===== config.mk =====
export PLATFORM = sky130hd
export DESIGN_NAME = sec_zone_controller
export DESIGN_NICKNAME = d
export VERILOG_FILES = /design/src/rtl/sec_zone_controller.sv
export SDC_FILE = /design/constraint.sdc
export NUM_CORES = 1
export LEC_CHECK = 0
export ABC_AREA = 1
export CAP_MARGIN = 20
export CORE_MARGIN = 4
export CORE_UTILIZATION = 45
export DETAILED_ROUTE_END_ITERATION = 10
export GPL_ROUTABILITY_DRIVEN = 0
export GPL_TIMING_DRIVEN = 0
export HOLD_SLACK_MARGIN = 0.15
export MAX_ROUTING_LAYER = met4
export PLACE_DENSITY = 0.7
export SLEW_MARGIN = 25
export SYNTH_ARGS = -nofsm -noshare
export SYNTH_HDL_FRONTEND = slang
export SYNTH_SLANG_ARGS = --single-unit

===== constraint.sdc =====
create_clock -name clk -period 1.8 [get_ports clk]
set_input_delay 0.36 -clock clk [delete_from_list [all_inputs] [get_ports clk]]
set_output_delay 0.36 -clock clk [all_outputs]
set_load 0.05 [all_outputs]

===== src/rtl/sec_zone_controller.sv =====
// Four-zone security controller: alert latching, round-robin guard dispatch,
// emergency output sequencing with hold timers, and the access-code door FSM.
module sec_zone_controller #(
    parameter logic [11:0] CODE        = 12'd123,
    parameter int          MAX_TRIES   = 3,
    parameter int          LOCK_CYCLES = 16,
    parameter int          DOOR_CYCLES = 4,
    parameter int          ALARM_HOLD  = 8
) (
    input  logic        clk,
    input  logic        rst,
    input  logic        fire,
    input  logic        earth_quake,
    input  logic [3:0]  mds_evt,
    input  logic [3:0]  cam_evt,
    input  logic        code_valid,
    input  logic [11:0] access_code,
    input  logic        guard_ack,
    output logic [3:0]  sec,
    output logic        dispatch_valid,
    output logic [3:0]  pending,
    output logic        door,
    output logic        lockout,
    output logic        fire_alarm,
    output logic        fire_exit,
    output logic        fire_dept_alert,
    output logic        server_backup_signal
);

    localparam int HOLD_W = $clog2(ALARM_HOLD + 1);
    localparam int DOOR_W = $clog2(DOOR_CYCLES + 1);
    localparam int LOCK_W = $clog2(LOCK_CYCLES + 1);

    typedef enum logic {ARB_IDLE = 1'b0, ARB_GRANT = 1'b1} arb_state_t;
    typedef enum logic [1:0] {ACC_READY = 2'd0, ACC_OPEN = 2'd1, ACC_LOCKED = 2'd2} acc_state_t;

    function automatic logic [3:0] onehot4(input logic [1:0] z);
        onehot4 = 4'b0001 << z;
    endfunction

    // Lowest rotational offset from ptr wins, so scan offsets from far to near.
    function automatic logic [1:0] rr_pick(input logic [3:0] req, input logic [1:0] ptr);
        logic [1:0] idx;
        rr_pick = ptr;
        for (int k = 3; k >= 0; k--) begin
            idx = ptr + 2'(k);
            if (req[idx]) begin
                rr_pick = idx;
            end
        end
    endfunction

    logic [HOLD_W-1:0] hold_cnt_r;
    logic [HOLD_W-1:0] fire_cnt_r;
    logic              emg_s;
    logic              fire_seen_s;
    arb_state_t        arb_state_r;
    logic [1:0]        rr_ptr_r;
    logic [1:0]        zone_r;
    logic [1:0]        pick_s;
    logic [3:0]        clr_mask_s;
    acc_state_t        acc_state_r;
    logic [DOOR_W-1:0] door_cnt_r;
    logic [LOCK_W-1:0] lock_cnt_r;
    logic [2:0]        tries_r;
    logic              code_ok_s;
    logic              open_next_s;

    // Combinational emergency status, arbitration pick and ack-driven clear mask.
    always_comb begin
        emg_s       = fire | earth_quake | (hold_cnt_r != {HOLD_W{1'b0}});
        fire_seen_s = fire | (fire_cnt_r != {HOLD_W{1'b0}});
        pick_s      = rr_pick(pending, rr_ptr_r);
        code_ok_s   = (access_code == CODE);
        if ((arb_state_r == ARB_GRANT) && guard_ack && !emg_s) begin
            clr_mask_s = onehot4(zone_r);
        end else begin
            clr_mask_s = 4'd0;
        end
        if ((acc_state_r == ACC_READY) && code_valid && code_ok_s) begin
            open_next_s = 1'b1;
        end else if ((acc_state_r == ACC_OPEN) && (door_cnt_r > DOOR_W'(1))) begin
            open_next_s = 1'b1;
        end else begin
            open_next_s = 1'b0;
        end
    end

    // Emergency hold timers and registered alarm/door outputs.
    always_ff @(posedge clk) begin
        if (rst) begin
            hold_cnt_r           <= {HOLD_W{1'b0}};
            fire_cnt_r           <= {HOLD_W{1'b0}};
            fire_alarm           <= 1'b0;
            fire_exit            <= 1'b0;
            server_backup_signal <= 1'b0;
            fire_dept_alert      <= 1'b0;
            door                 <= 1'b0;
        end else begin
            if (fire | earth_quake) begin
                hold_cnt_r <= HOLD_W'(ALARM_HOLD);
            end else if (hold_cnt_r != {HOLD_W{1'b0}}) begin
                hold_cnt_r <= hold_cnt_r - HOLD_W'(1);
            end
            if (fire) begin
                fire_cnt_r <= HOLD_W'(ALARM_HOLD);
            end else if (fire_cnt_r != {HOLD_W{1'b0}}) begin
                fire_cnt_r <= fire_cnt_r - HOLD_W'(1);
            end
            fire_alarm           <= emg_s;
            fire_exit            <= emg_s;
            server_backup_signal <= emg_s;
            fire_dept_alert      <= fire_seen_s;
            door                 <= emg_s | open_next_s;
        end
    end

    // Alert latch: new events are OR-ed in after the clear, so set wins.
    always_ff @(posedge clk) begin
        if (rst) begin
            pending <= 4'd0;
        end else begin
            pending <= (pending & ~clr_mask_s) | mds_evt | cam_evt;
        end
    end

    // Guard-dispatch arbiter; an emergency aborts any grant without clearing the alert.
    always_ff @(posedge clk) begin
        if (rst) begin
            arb_state_r    <= ARB_IDLE;
            rr_ptr_r       <= 2'd0;
            zone_r         <= 2'd0;
            sec            <= 4'd0;
            dispatch_valid <= 1'b0;
        end else begin
            case (arb_state_r)
                ARB_IDLE: begin
                    if (!emg_s && (pending != 4'd0)) begin
                        zone_r         <= pick_s;
                        sec            <= onehot4(pick_s);
                        dispatch_valid <= 1'b1;
                        arb_state_r    <= ARB_GRANT;
                    end
                end
                ARB_GRANT: begin
                    if (emg_s) begin
                        sec            <= 4'd0;
                        dispatch_valid <= 1'b0;
                        arb_state_r    <= ARB_IDLE;
                    end else if (guard_ack) begin
                        rr_ptr_r       <= zone_r + 2'd1;
                        sec            <= 4'd0;
                        dispatch_valid <= 1'b0;
                        arb_state_r    <= ARB_IDLE;
                    end
                end
                default: begin
                    sec            <= 4'd0;
                    dispatch_valid <= 1'b0;
                    arb_state_r    <= ARB_IDLE;
                end
            endcase
        end
    end

    // Access-code FSM with retry counting and timed lockout.
    always_ff @(posedge clk) begin
        if (rst) begin
            acc_state_r <= ACC_READY;
            door_cnt_r  <= {DOOR_W{1'b0}};
            lock_cnt_r  <= {LOCK_W{1'b0}};
            tries_r     <= 3'd0;
            lockout     <= 1'b0;
        end else begin
            case (acc_state_r)
                ACC_READY: begin
                    if (code_valid) begin
                        if (code_ok_s) begin
                            acc_state_r <= ACC_OPEN;
                            door_cnt_r  <= DOOR_W'(DOOR_CYCLES);
                            tries_r     <= 3'd0;
                        end else if ((tries_r + 3'd1) == 3'(MAX_TRIES)) begin
                            acc_state_r <= ACC_LOCKED;
                            lock_cnt_r  <= LOCK_W'(LOCK_CYCLES);
                            tries_r     <= 3'd0;
                            lockout     <= 1'b1;
                        end else begin
                            tries_r <= tries_r + 3'd1;
                        end
                    end
                end
                ACC_OPEN: begin
                    if (door_cnt_r <= DOOR_W'(1)) begin
                        acc_state_r <= ACC_READY;
                        door_cnt_r  <= {DOOR_W{1'b0}};
                    end else begin
                        door_cnt_r <= door_cnt_r - DOOR_W'(1);
                    end
                end
                ACC_LOCKED: begin
                    if (lock_cnt_r <= LOCK_W'(1)) begin
                        acc_state_r <= ACC_READY;
                        lock_cnt_r  <= {LOCK_W{1'b0}};
                        lockout     <= 1'b0;
                    end else begin
                        lock_cnt_r <= lock_cnt_r - LOCK_W'(1);
                    end
                end
                default: begin
                    acc_state_r <= ACC_READY;
                    lockout     <= 1'b0;
                end
            endcase
        end
    end

endmodule


Word level (Yosys, flattened, before mapping)
Index checks and enable logic that the tools add are counted.

word-level totals
  register bits after elaboration = 39
  bits in latches = 0
  memory bits (writable) = 0
  bits in read-only memories = 0
  input bits = 26
  memories kept = 0

operators by class
  add/sub/neg operators = 9
  $mul = 0
  divide/modulo/power cells = 0
  magnitude comparators = 7
  equality and inequality tests = 13
  shift-type cells = 2
  muxes and demuxes = 53
  bitwise operators = 11
  reduce and logical (&&, ||, !) cells = 25

operators with widths
  cell                 number
  $mux 4               8
  $mux 5               4
  $mux 2               9
  $mux 1               16
  $mux 3               5
  $eq 12x7->1 const B  1
  $lt 2x3->1 const B   4
  $reduce_bool 4->1    3
  $ne 2x2->1 const B   5
  $pmux 5 s2           1
  $bmux 1 s2           4
  $or 4x4->4           2
  $pmux 4 s2           1
  $reduce_and 4->1     2
  $reduce_bool 2->1    4
  $shl 1x2->4 const A  2
  $sub 4x1->4 const B  2
  $logic_and 1x1->1    6
  $pmux 2 s3           1
  $pmux 3 s2           1
  $reduce_and 2->1     3
  $reduce_and 3->1     2
  $le 5x1->1 const B   1
  $reduce_and 5->1     1
  22 further kinds     32

Depth between registers and ports, before layout
  word-level depth = 10
  depth in mapped cells = 13
  depth with buffers taken out = 12

Worst setup path before layout
No wires, ideal clock.

  kind = flip-flop to flip-flop
  start point = register pending[3]
  end point = register sec[1]
  setup time = 67 ps
  arrival time = 1505 ps
  path slack = 228 ps
  stages on the path, launching flop included = 13
  buffers on the path = 0
  path through = dfxtp_1 -> inv_1 -> nand2_1 -> nand3_2 -> nand2_1 -> inv_1 -> nand2_1 -> nand2_2 -> nand2_2 -> nand2_2 -> nand2_2 -> nand3_1 -> a21oi_2

on the way
  cells in the longest elaborated chain, start to end = 9
  elaborated cells between the ends (all ways) = 19
  those cells by class = 1 x eq/ne; 1 x shift; 14 x mux; 3 x reduce/logical

ends and longest elaborated chain
  item                          line  RTL
  start, declared               21    output logic [3:0] pending,
  start signal, assigned        123   pending <= (pending & ~clr_mask_s) | mds_evt | cam_evt;
  $bmux 1 s2                    47    if (req[idx]) begin
  $mux 1 (implied by the code)  47
  $mux 2 (4 in a row)           47
  $shl 1x2->4                   38    onehot4 = 4'b0001 << z;
  $mux 4                        138   if (!emg_s && (pending != 4'd0)) begin
  $pmux 4 s2                    136   case (arb_state_r)
  end signal, assigned          140   sec <= onehot4(pick_s);
  end, declared                 19    output logic [3:0] sec,

Several ways; a longest one is shown, not always the timed one. The select of a mux whose other input is x is not followed.
A chain may end at the register's enable or synchronous reset.

Final worst setup path
  start point = register fire_dept_alert
  end point = output port fire_dept_alert

RTL lines
  item                    line  RTL
  start, declared         26    output logic fire_dept_alert,
  start signal, assigned  113   fire_dept_alert <= fire_seen_s;

No word-level cell between the ends.

==> results.sh <==
export IMPL_gr_total_overflow=0
export IMPL_fin_skew_ns=0.00755
export IMPL_port_buffers=39
export IMPL_cp_end_kind="output port"
export IMPL_rows=25
export IMPL_drv_slew=0
export IMPL_status="complete, no violations"
export IMPL_post_route_util_pct=59.1
export IMPL_period_share_pct=97.3
export IMPL_die_x_um=78.1
export IMPL_layout_drive_gt1_share_pct=12.4
export IMPL_max_stage_delay_ns=0.79
export IMPL_grt_max_degree=14
export IMPL_yosysSeqAreaShare_pct=35.3
export IMPL_remaining_drc_errors=0
export IMPL_area_growth_pct=27.2
export IMPL_crit_chain="clkdlybuf4s50_1"
export IMPL_hp_start="lockout"
export IMPL_nets=401
export IMPL_share_seq_of_total_power_pct=42.3
export IMPL_dr_total_vias=1986
export IMPL_crit_type="reg2out"
export IMPL_antenna_found_initial=0
export IMPL_hold_path_cell_count=2
export IMPL_peakVddDrop_v=0.000413
export IMPL_hold_end="lockout"
export IMPL_timing_hold_violations_final=0
export IMPL_cts_made_buffers=5
export IMPL_p_clk_share_pct=39.1
export IMPL_tightest_slew_ns=0.519
export IMPL_cp_top_family="buffers and inverters"
export IMPL_comb_power_share_pct=18.6
export IMPL_yosysUniqueCellTypes=33
export IMPL_p_leak_nw=1.30
export IMPL_fin_tns_setup_ns=0
export IMPL_dp_hpwl_mm=3.44
export IMPL_wl_per_cell_um=10.3
export IMPL_layout_common_cells="nand2_1 (69), inv_1 (47), dfxtp_1 (39)"
export IMPL_sw_frac_of_total_pct=26.9
export IMPL_n_antenna_cell=0
export IMPL_placed_area_um2=2680
export IMPL_slowest_stage="clkdlybuf4s50_1"
export IMPL_final_common_cell="nand2_1"
export IMPL_hp_class="reg2reg"
export IMPL_r2r_cells=11
export IMPL_r2r_end="sec[1]"
export IMPL_cp_num_buf_inv=1
export IMPL_fp_dieArea_um2=6100
export IMPL_cts_path_max_buffers=2
export IMPL_htreeDepth=2
export IMPL_drtIter0Drc=37
export IMPL_slew_headroom_pct=65.4
export IMPL_setup_violations=0
export IMPL_first_global_vias=1825
export IMPL_p_int_mw=1.62
export IMPL_pin_count=41
export IMPL_initial_core_util_pct=46.5
export IMPL_root_buffer="clkbuf_8"
export IMPL_holdWs_ns=0.464
export IMPL_synthCells=315
export IMPL_maxCapViolCount=0
export IMPL_synthesis_area_um2=2210
export IMPL_synth_seq_cells=39
export IMPL_crit_fanout=1
export IMPL_antenna_left=0
export IMPL_insertion_delay_ns=0.29
export IMPL_cp_start_kind="flop"
export IMPL_totalWireLength_mm=4.41
export IMPL_crit_required_ns=1.44
export IMPL_cts_clk_slew_worst_paths_ns=0.08
export IMPL_vias_per_cell=4.63
export IMPL_die_h_um=78.1
export IMPL_rsz0062_at_grt="false"
export IMPL_pwr_density_cell_nw_per_um2=790
export IMPL_r2r_slack_ns=0.20
export IMPL_first_pass_iters=4
export IMPL_synthesis_nets=355
export IMPL_critPathArrivalTime_ns=1.39
export IMPL_fin_area_um2=2810
export IMPL_grt_pass1_wl_mm=7.73
export IMPL_fmax_mhz=571
export IMPL_switchingPower_mw=0.598
export IMPL_cts_sinks=39
export IMPL_core_area_um2=4750
export IMPL_rr_startpoint="hold_cnt_r[1]"
export IMPL_track_usage_pct=16.1
export IMPL_hold_buffers=0
export IMPL_finalCriticalPeriod_ns=1.75
export IMPL_cts_tree="done"
export IMPL_synth_avg_cell_area_um2=7.01
export IMPL_yosys_warnings=0
-- power by group through the flow --
stage | clock network, mW | logic, mW | registers [mW]
floorplan | 0 | 0.229 | 1.01
global placement | 0 | 0.421 | 0.959
detailed placement | 0 | 0.427 | 0.960
CTS | 0.897 | 0.417 | 0.940
global route | 0.936 | 0.464 | 0.946
finish | 0.868 | 0.414 | 0.940
-- area by class of cell --
class / count / area [um^2]
inverters: 58 / 225
clock inverters: 3 / 67.6
well taps: 67 / 83.8
multi-input cells: 212 / 1170
fillers: 466 / 1940
plain buffers: 6 / 37.5
clock buffers: 5 / 68.8
repair buffers: 39 / 377
flip-flops and latches: 39 / 781
-- cells by family after synthesis --
kind of cell	after synthesis	synth area share [%]
simple gates	137	29.0
xor+xnor	4	1.59
fa+ha+maj	14	7.93
buf+inv	64	11.9
compound gates	57	14.3
flops	39	35.3
-- worst min-delay path, cell delays in order, from the launching register on --
cell and delay [ns]:
dfxtp_1 0.31, nand2_1 0.06, a21oi_1 0.05
-- flip-flops by register name, indices dropped and copies added (netlist names), 2 cells and up --
name	flops
hold_cnt_r	4
acc_state_r	2
zone_r	2
sec	4
pending	4
door_cnt_r	3
fire_cnt_r	4
lock_cnt_r	5
tries_r	3
rr_ptr_r	2
-- per-layer routing --
layer / track usage, % / routed length [um] / vias up
met3: 4.36 / 248 / 7
met5: - / 0 / -
met2: 26.2 / 1970 / 35
met1: 18.8 / 2120 / 855
li1: - / - / 1089
met4: 6.64 / 72 / 0
-- stage by stage --
stage                     worst slack, ns  std cells  power (mW)
after floorplan                     0.228        315        1.24
after global placement             -0.100        421        1.38
after detailed placement          -0.0882        421        1.39
after CTS                         0.00802        429        2.25
after global routing              0.00271        429        2.35
final                              0.0486        429        2.22
-- worst max path at each step --
stage | startpoint | end | cells past startpoint
2_1_floorplan | pending[3] | sec[1] | 12
3_3_place_gp | fire | pending[0] | 9
3_5_place_dp | fire | pending[0] | 9
4_1_cts | door | door | 1
5_1_grt | fire_dept_alert | fire_dept_alert | 1
6_report | fire_dept_alert | fire_dept_alert | 1
-- what timing repair did --
| item | in CTS | in global routing |
|---|---|---|
| endpoints found under the setup margin | 13 | 14 |
| gates resized for setup | 13 | 4 |
| buffers inserted | 0 | 0 |
-- Yosys cell counts, drive strengths merged --
library cell  number  area share (%)
a211oi             1            0.34
a21oi             35             8.4
a31oi              4             1.1
and3               1            0.28
buf                4             1.4
clkbuf             2            0.34
clkinv             1            0.17
dfxtp             39              35
ha                14             7.9
inv               57              10
nand2             81              15
nand3             17             4.5
nand3b             1            0.34
nand4              5             1.4
nor2              23             4.9
nor3               4            0.91
nor3b              2            0.68
nor4               2            0.57
o21ai             17             4.4
or2                1            0.28
xnor2              2            0.79
xor2               2            0.79
(Power assumes the default switching activity.)
